### src/rtl/fifo_wr_arbiter.sv
// Round-robin arbiter sharing one FIFO write port among NUM_REQ requesters; 3 cycles per attempt (grant, write, response).
// Stalls in IDLE while fifo_full; overflowed writes are retried with priority kept, then dropped after MAX_RETRY attempts.
module fifo_wr_arbiter #(
    parameter int NUM_REQ    = 4,
    parameter int FIFO_WIDTH = 16,
    parameter int MAX_RETRY  = 3,
    parameter int CNT_W      = 16
) (
    input  logic                          clk,
    input  logic                          rst,
    input  logic [NUM_REQ-1:0]            req,
    input  logic [NUM_REQ*FIFO_WIDTH-1:0] req_data,
    output logic [NUM_REQ-1:0]            done,
    output logic [NUM_REQ-1:0]            drop,
    output logic [FIFO_WIDTH-1:0]         fifo_data_in,
    output logic                          fifo_wr_en,
    input  logic                          fifo_full,
    input  logic                          fifo_wr_ack,
    input  logic                          fifo_overflow,
    output logic                          busy,
    output logic [CNT_W-1:0]              wr_count
);

    localparam int IDX_W = (NUM_REQ > 1) ? $clog2(NUM_REQ) : 1;
    localparam int RTY_W = $clog2(MAX_RETRY + 1);

    typedef enum logic [1:0] {
        IDLE  = 2'd0,
        WRITE = 2'd1,
        RESP  = 2'd2
    } state_t;

    state_t                 state_q;
    logic [IDX_W-1:0]       rr_ptr_q;
    logic [IDX_W-1:0]       gidx_q;
    logic [RTY_W-1:0]       retry_q;
    logic [CNT_W-1:0]       wr_count_q;
    logic [FIFO_WIDTH-1:0]  data_q;
    logic                   wr_en_q;

    logic [FIFO_WIDTH-1:0]  words [NUM_REQ];
    logic                   sel_vld;
    logic [IDX_W-1:0]       sel_idx;
    logic [IDX_W-1:0]       cand;
    logic [IDX_W-1:0]       next_ptr;
    logic                   resp_ovf;
    logic                   last_try;
    logic                   finish;

    for (genvar g = 0; g < NUM_REQ; g++) begin : g_unpack
        assign words[g] = req_data[g*FIFO_WIDTH +: FIFO_WIDTH];
    end

    // Search starts at rr_ptr and wraps, so the last-served requester goes to the back of the line.
    always_comb begin
        sel_vld = 1'b0;
        sel_idx = '0;
        cand    = '0;
        for (int k = 0; k < NUM_REQ; k++) begin
            int j;
            j = int'(rr_ptr_q) + k;
            if (j >= NUM_REQ) begin
                j = j - NUM_REQ;
            end
            cand = IDX_W'(j);
            if (!sel_vld && req[cand]) begin
                sel_vld = 1'b1;
                sel_idx = cand;
            end
        end
    end

    // A response with neither flag set is handled as an overflow.
    assign resp_ovf = fifo_overflow | ~fifo_wr_ack;
    assign last_try = (retry_q == RTY_W'(MAX_RETRY - 1));
    assign finish   = (state_q == RESP) && (fifo_wr_ack || (resp_ovf && last_try));
    assign next_ptr = (gidx_q == IDX_W'(NUM_REQ - 1)) ? '0 : gidx_q + IDX_W'(1);

    always_ff @(posedge clk) begin
        if (rst) begin
            state_q    <= IDLE;
            rr_ptr_q   <= '0;
            gidx_q     <= '0;
            retry_q    <= '0;
            wr_count_q <= '0;
            data_q     <= '0;
            wr_en_q    <= 1'b0;
        end else begin
            case (state_q)
                IDLE: begin
                    if (sel_vld && !fifo_full) begin
                        gidx_q  <= sel_idx;
                        data_q  <= words[sel_idx];
                        wr_en_q <= 1'b1;
                        state_q <= WRITE;
                    end
                end
                WRITE: begin
                    wr_en_q <= 1'b0;
                    state_q <= RESP;
                end
                RESP: begin
                    state_q <= IDLE;
                    if (fifo_wr_ack) begin
                        wr_count_q <= wr_count_q + CNT_W'(1);
                        retry_q    <= '0;
                        rr_ptr_q   <= next_ptr;
                    end else if (resp_ovf && last_try) begin
                        retry_q  <= '0;
                        rr_ptr_q <= next_ptr;
                    end else begin
                        retry_q <= retry_q + RTY_W'(1);
                    end
                end
                default: begin
                    state_q <= IDLE;
                    wr_en_q <= 1'b0;
                end
            endcase
        end
    end

    assign done         = finish ? ({{(NUM_REQ-1){1'b0}}, 1'b1} << gidx_q) : '0;
    assign drop         = (finish && !fifo_wr_ack) ? ({{(NUM_REQ-1){1'b0}}, 1'b1} << gidx_q) : '0;
    assign fifo_data_in = data_q;
    assign fifo_wr_en   = wr_en_q;
    assign busy         = (state_q != IDLE);
    assign wr_count     = wr_count_q;

endmodule

### config.mk
export PLATFORM = sky130hd
export DESIGN_NAME = fifo_wr_arbiter
export DESIGN_NICKNAME = d
export VERILOG_FILES = /design/src/rtl/fifo_wr_arbiter.sv
export SDC_FILE = /design/constraint.sdc
export NUM_CORES = 1
export LEC_CHECK = 0
export CAP_MARGIN = 20
export CELL_PAD_IN_SITES_DETAIL_PLACEMENT = 0
export CELL_PAD_IN_SITES_GLOBAL_PLACEMENT = 1
export CORE_UTILIZATION = 27
export CTS_CLUSTER_DIAMETER = 100
export DETAILED_ROUTE_END_ITERATION = 8
export PLACE_DENSITY = 0.77
export SLEW_MARGIN = 20
export SYNTH_ARGS = -nofsm -noshare
export SYNTH_HDL_FRONTEND = slang
export SYNTH_SLANG_ARGS = --single-unit
### constraint.sdc
create_clock -name clk -period 1.8 [get_ports clk]
set_clock_uncertainty 0.1 [all_clocks]
set_input_delay 0.27 -clock clk [delete_from_list [all_inputs] [get_ports clk]]
set_output_delay 0.27 -clock clk [all_outputs]
set_load 0.05 [all_outputs]
==> results of run 1 <==
[worst max-delay path by stage]
| stage | to | slack (ps) | cells after the start |
|---|---|---|---|
| finish | done[0] | 10 | 5 |
| global route | done[2] | -40 | 5 |
| CTS | done[0] | -30 | 5 |
| detailed placement | fifo_data_in[9] | -390 | 7 |
| global placement | fifo_data_in[1] | -350 | 7 |
| floorplan | wr_count[13] | -6 | 5 |
[cell families (layout without fill, tap and decap cells)]
| logic type | Yosys count | in the layout | synth area share (%) |
|---|---|---|---|
| DFF | 41 | 41 | 32.1 |
| and+or+nand+nor | 126 | 126 | 31.3 |
| adders and majority gates | 5 | 5 | 2.45 |
| buffers and inverters | 26 | 167 | 6.41 |
| AOI/OAI and AO/OA | 40 | 40 | 11.4 |
| xor gates and xnor gates | 11 | 11 | 3.77 |
| muxes | 32 | 32 | 12.5 |
[cell usage after synthesis, drive strengths merged (2+ instances only)]
cell type | n | area share [%]
nand2 | 26 | 3.8
clkbuf | 4 | 0.59
o211ai | 15 | 4.4
mux2i | 32 | 13
a21oi | 14 | 3.2
nand3b | 2 | 1.1
nor3b | 2 | 0.59
and3 | 2 | 0.49
nor3 | 12 | 3.2
nor2b | 2 | 0.49
or4b | 2 | 0.78
xnor2 | 9 | 3.1
nor4b | 30 | 10
buf | 15 | 4.8
and2 | 8 | 2.0
or3 | 5 | 1.2
nand3 | 8 | 1.8
nand2b | 4 | 0.98
nand4 | 3 | 0.98
inv | 7 | 1.0
dfxtp | 41 | 32
nor2 | 16 | 2.3
xor2 | 2 | 0.69
o21ai | 6 | 1.2
ha | 5 | 2.4
[cell usage in the layout, fill, tap and decap left out, drive strengths merged, types with 3 or more instances in the layout]
| cell | instances |
|---|---|
| nor2 | 16 |
| o211ai | 15 |
| and2 | 8 |
| nand2b | 4 |
| dlygate4sd2 | 3 |
| dfxtp | 41 |
| buf | 78 |
| nand3 | 8 |
| or3 | 5 |
| ha | 5 |
| o21ai | 6 |
| xnor2 | 9 |
| nor4b | 30 |
| clkbuf | 8 |
| nand2 | 26 |
| a21oi | 14 |
| nor3 | 12 |
| inv | 7 |
| mux2i | 32 |
| clkdlybuf4s50 | 66 |
| nand4 | 3 |
[worst reg2reg max path: stages (launching register included)]
cell       delay [ps]
dfxtp_4           370
nor3_4            260
nand3b_4          200
clkbuf_16         230
nor4b_1           290
mux2i_1           120
o211ai_1          100
[metrics by stage]
stage          setup WS (ps)  power, mW  std cells
5_1_grt                -42.7       2.73        533
3_5_place_dp            -392       1.69        516
4_1_cts                -26.6       2.59        525
6_report                13.1       2.60        533
3_3_place_gp            -349       1.68        516
2_1_floorplan          -5.75       1.36        281
[sequential cells by signal, summed over array words and instances (netlist names)]
register	cells
fifo_data_in	16
wr_count	16
gidx_q	2
retry_q	2
rr_ptr_q	2
state_q	2
fifo_wr_en	1
[report_power, final]
group          total (mW)  internal [mW]  switching [mW]  leakage, nW
combinational       0.748          0.379           0.369         1.28
clock               0.880          0.551           0.329       0.0681
sequential          0.976          0.947          0.0293        0.337
[routing by layer]
layer	wire (um)	GRT usage [%]	vias up
li1	-	-	1304
met1	3560	19.9	1237
met2	3990	24.6	55
met3	262	2.53	8
met4	110	4.30	0
met5	0	0	-
[final cells by class]
type                       instances  area, um2
clock inverter                     3       65.1
multi-input combinational        214       1730
clock buffer                       5       68.8
timing repair buffer             152       1560
tap                              111        139
fill                             886       4770
sequential                        41        832
inverter                           7       26.3
[timing repair]
item	4_1_cts	5_1_grt
endpoints found under the setup margin	24	28
buffers inserted	1	5
gates cloned	0	3
pin swaps	1	7
gates resized for setup	19	27
==> results.cfg, run 1 <==
[status]
outcome = complete, no violations

[cts]
clockBufferDepth = 2
numCtsBuffers = 5
cts_tree = yes
htreeDepth = 2
cts_root_buffer = clkbuf_8
cts_sinks = 41
clk_pin_slew_worst_paths_ps = 80
clk_latency_ps = 290
cts_hold_buffers = 0

[synth]
ys_seq_elements = 41
syn_inst = 281
ys_async_sr_fraction_pct = 0
ys_seq_area_share_pct = 32.1
synth-warning-count = 0
avgSynthCellArea_um2 = 9.10
synth_nets = 359
synth_area_um2 = 2560
yosys_most_used_dff = dfxtp_1
ys_types = 42
synth-edff-count = 0

[detailed_routing]
drc = 0
wl_per_cell_um = 14.9
first_iter_violations = 64
routed_wl_um = 7930
ant_nets = 0
vias = 2604
dr.pass1.iters = 4
vias_per_cell = 4.89

[sta]
fin_crit_sh_pct = 99.3
max_slew.worst_pin.slew_ps = 308
finalCriticalPeriod_ps = 1790
max_freq_ghz = 0.560
fin_setup_tns_ps = 0
finalMaxSlewViolations = 0
finalSetupViolations = 0
rsz0062_at_grt = yes
hold_viol = 0
slew_headroom_pct = 79.2
fin_hold_ws_ps = 376

[min_path]
min_to = fifo_data_in[15]
hold_path.startpoint = fifo_data_in[15]
hold_depth = 2
hold_path_class = reg2reg

[worst_setup_path]
regToRegSetupSlack_ps = 70
crit_chain = nor2b_4 > buf_4 > o21a_4 > and2_4 > buf_12
end_kind = output pin
crit_start = state_q[1]
path_delay_family = flip-flops
cp_data_arrival_time_ps = 1420
critPathKind = reg2out
crit_path_max_incr_delay_ps = 370
cp_slowest_cell = dfxtp_4
r2r-end = fifo_data_in[15]
critPathBufInv = 2
rr_startpoint = state_q[1]
r2r_cells = 6
start_kind = flop
path_max_fanout = 5
critPathRequiredTime_ps = 1430

[final_layout]
num_antenna_cells = 0
layout-drive-gt1-share_pct = 32.2
syn_to_final_growth_pct = 73.2
nets = 499
post-route-util_pct = 48.1
final_area_um2 = 4430

[die]
io_pins = 115
core_um2 = 9200
die_w_um = 99.3
fp.dieH_um = 99.3
die_area_um2 = 9860
start_util_pct = 27.8
core.rowCount = 35

[power]
p_per_area_nw_per_um2 = 588
ir_worst_vdd_mv = 0.305
p_leak_nw = 1.68

[global_routing]
grt_max_degree = 32
grt.total_usage_pct = 14.9
grt-ovfl-total = 0
grt_pass1_wl_um = 11900
antenna_found_initial = 0
grt_pass1_vias = 2455

[job]
maxCapViolations = 0

[placed_design]
place_area_um2 = 4000
portBuffers = 113
gp_congestion = 0.792
hpwl_um = 5720
(Power assumes the default switching activity.)
==> run 2, diff against run 1 <==
--- a/config.mk
+++ b/config.mk
@@ -11,6 +11,8 @@
 export CORE_UTILIZATION = 27
 export CTS_CLUSTER_DIAMETER = 100
 export DETAILED_ROUTE_END_ITERATION = 8
+export GPL_ROUTABILITY_DRIVEN = 1
+export MAX_ROUTING_LAYER = met4
 export PLACE_DENSITY = 0.77
 export SLEW_MARGIN = 20
 export SYNTH_ARGS = -nofsm -noshare
==> constraint.sdc (replaced) <==
create_clock -name clk -period 1.5 [get_ports clk]
set_clock_uncertainty 0.1 [all_clocks]
set_input_delay 0.225 -clock clk [delete_from_list [all_inputs] [get_ports clk]]
set_output_delay 0.225 -clock clk [all_outputs]
set_load 0.05 [all_outputs]
==> results.cfg, run 2 (synthesis results as in run 1) <==
[die]
fp.dieH_um = 99.3
core.rowCount = 35
core_um2 = 9200
io_pins = 115
die_w_um = 99.3
start_util_pct = 27.8
die_area_um2 = 9860

[final_layout]
final_cells = 563
syn_to_final_growth_pct = 117
final_cell_mix = clkdlybuf4s50_1, buf_12, buf_4, mux2i_1, nor4b_2
post-route-util_pct = 60.3
nets = 529
final_area_um2 = 5540
num_antenna_cells = 0
final_common_cell = clkdlybuf4s50_1
layout-drive-gt1-share_pct = 48.5

[cts]
cts_sinks = 41
clk_pin_slew_worst_paths_ps = 80
numCtsBuffers = 5
cts_tree = yes
cts_root_buffer = clkbuf_8
htreeDepth = 2
clk_latency_ps = 290
clockBufferDepth = 2

[global_routing]
grt-ovfl-total = 0
grt_pass1_wl_um = 14000
grt.total_usage_pct = 18.4
antenna_found_initial = 0
grt_max_degree = 26
grt_pass1_vias = 2814

[placed_design]
gp_congestion = 0.747
hpwl_um = 5560
portBuffers = 113
dp.cells = 520
place_area_um2 = 4510

[detailed_routing]
vias = 2809
routed_wl_um = 9050
wl_per_cell_um = 16.1
drc = 0
ant_nets = 0
dr.pass1.iters = 4
vias_per_cell = 4.99
first_iter_violations = 86

[worst_setup_path]
path_max_fanout = 6
cp_data_arrival_time_ps = 1400
crit_path_max_incr_delay_ps = 380
path_delay_family = flip-flops
critPathKind = reg2out
crit_chain = nor2b_4 > buf_6 > o21a_4 > and2_4 > buf_12
start_kind = flop
end_kind = output pin
critPathBufInv = 2
critPathRequiredTime_ps = 1170
cp_slowest_cell = dfxtp_4

[sta]
fin_setup_tns_ps = -5800
rsz0062_at_grt = yes
slew_headroom_pct = 74.7
max_freq_ghz = 0.579
finalSetupViolations = 38
finalMaxSlewViolations = 0
finalCriticalPeriod_ps = 1730
hold_viol = 0
fin_crit_sh_pct = 115
setup_ws_ps = -227
max_slew.worst_pin.slew_ps = 378

[status]
outcome = complete, but fails checks
failed_checks = negative setup slack

[power]
p_leak_nw = 2.06
p_total_mw = 3.10
p_per_area_nw_per_um2 = 560
ir_worst_vdd_mv = 0.311

[job]
maxCapViolations = 0

[min_path]
hold_path_class = in2reg
run 2: what timing repair did:
action                                  CTS  global route
hold buffers                              0             0
buffers inserted                         20             4
resized for setup                        79            40
endpoints found under the hold margin     0             0
endpoints found under the setup margin   42            40
cloned                                    9             4
pin swaps                                34            17
run 2: worst paths after layout:
| kind | startpoint | cells past startpoint | to | slack, ps |
|---|---|---|---|---|
| hold / removal | fifo_wr_ack | 3 | wr_count[1] | 300 |
| setup reg to reg | rr_ptr_q[0] | 7 | fifo_data_in[13] | -220 |
| hold reg to reg | retry_q[1] | 2 | retry_q[1] | 380 |
| setup / recovery | state_q[1] | 5 | done[3] | -230 |
run 2: metal layers:
| metal | GRT usage [%] | share of wire (%) | up-vias | routed length (um) |
|---|---|---|---|---|
| li1 | - | - | 1378 | - |
| met1 | 21.1 | 41 | 1330 | 3720 |
| met2 | 33.1 | 54 | 90 | 4840 |
| met4 | 4.52 | 1.0 | 0 | 92 |
| met3 | 3.51 | 4.4 | 11 | 394 |
| met5 | - | 0 | - | 0 |
run 2: final cells by class:
cell class,instances,area [um2]
well taps,111,139
inverters,7,26.3
fillers,771,3650
repair buffers,180,2380
flip-flops and latches,41,865
multi-input cells,216,2050
clock buffers,6,72.6
clock inverters,2,10.0
run 2: worst register-to-register path: cells and delay by family (launching register included):
kind / cells / cell delay (ps)
multiplexers: 1 / 170
buffers and inverters: 2 / 330
AO/OA/AOI/OAI: 2 / 400
flip-flops: 1 / 330
AND/OR/NAND/NOR: 2 / 250
run 2: where the power goes:
group | leakage, nW | internal, mW | switching (mW) | total (mW)
Clock | 0.0450 | 0.323 | 0.387 | 0.710
Combinational | 1.67 | 0.684 | 0.523 | 1.21
Sequential | 0.345 | 1.13 | 0.0593 | 1.19
Total | 2.06 | 2.13 | 0.969 | 3.10
run 2: stage by stage:
stage	worst slack (ps)	hold slack, ps
floorplan	-80.9	280
global placement	-637	351
detailed placement	-715	365
CTS	-243	300
global route	-346	336
finish	-227	304
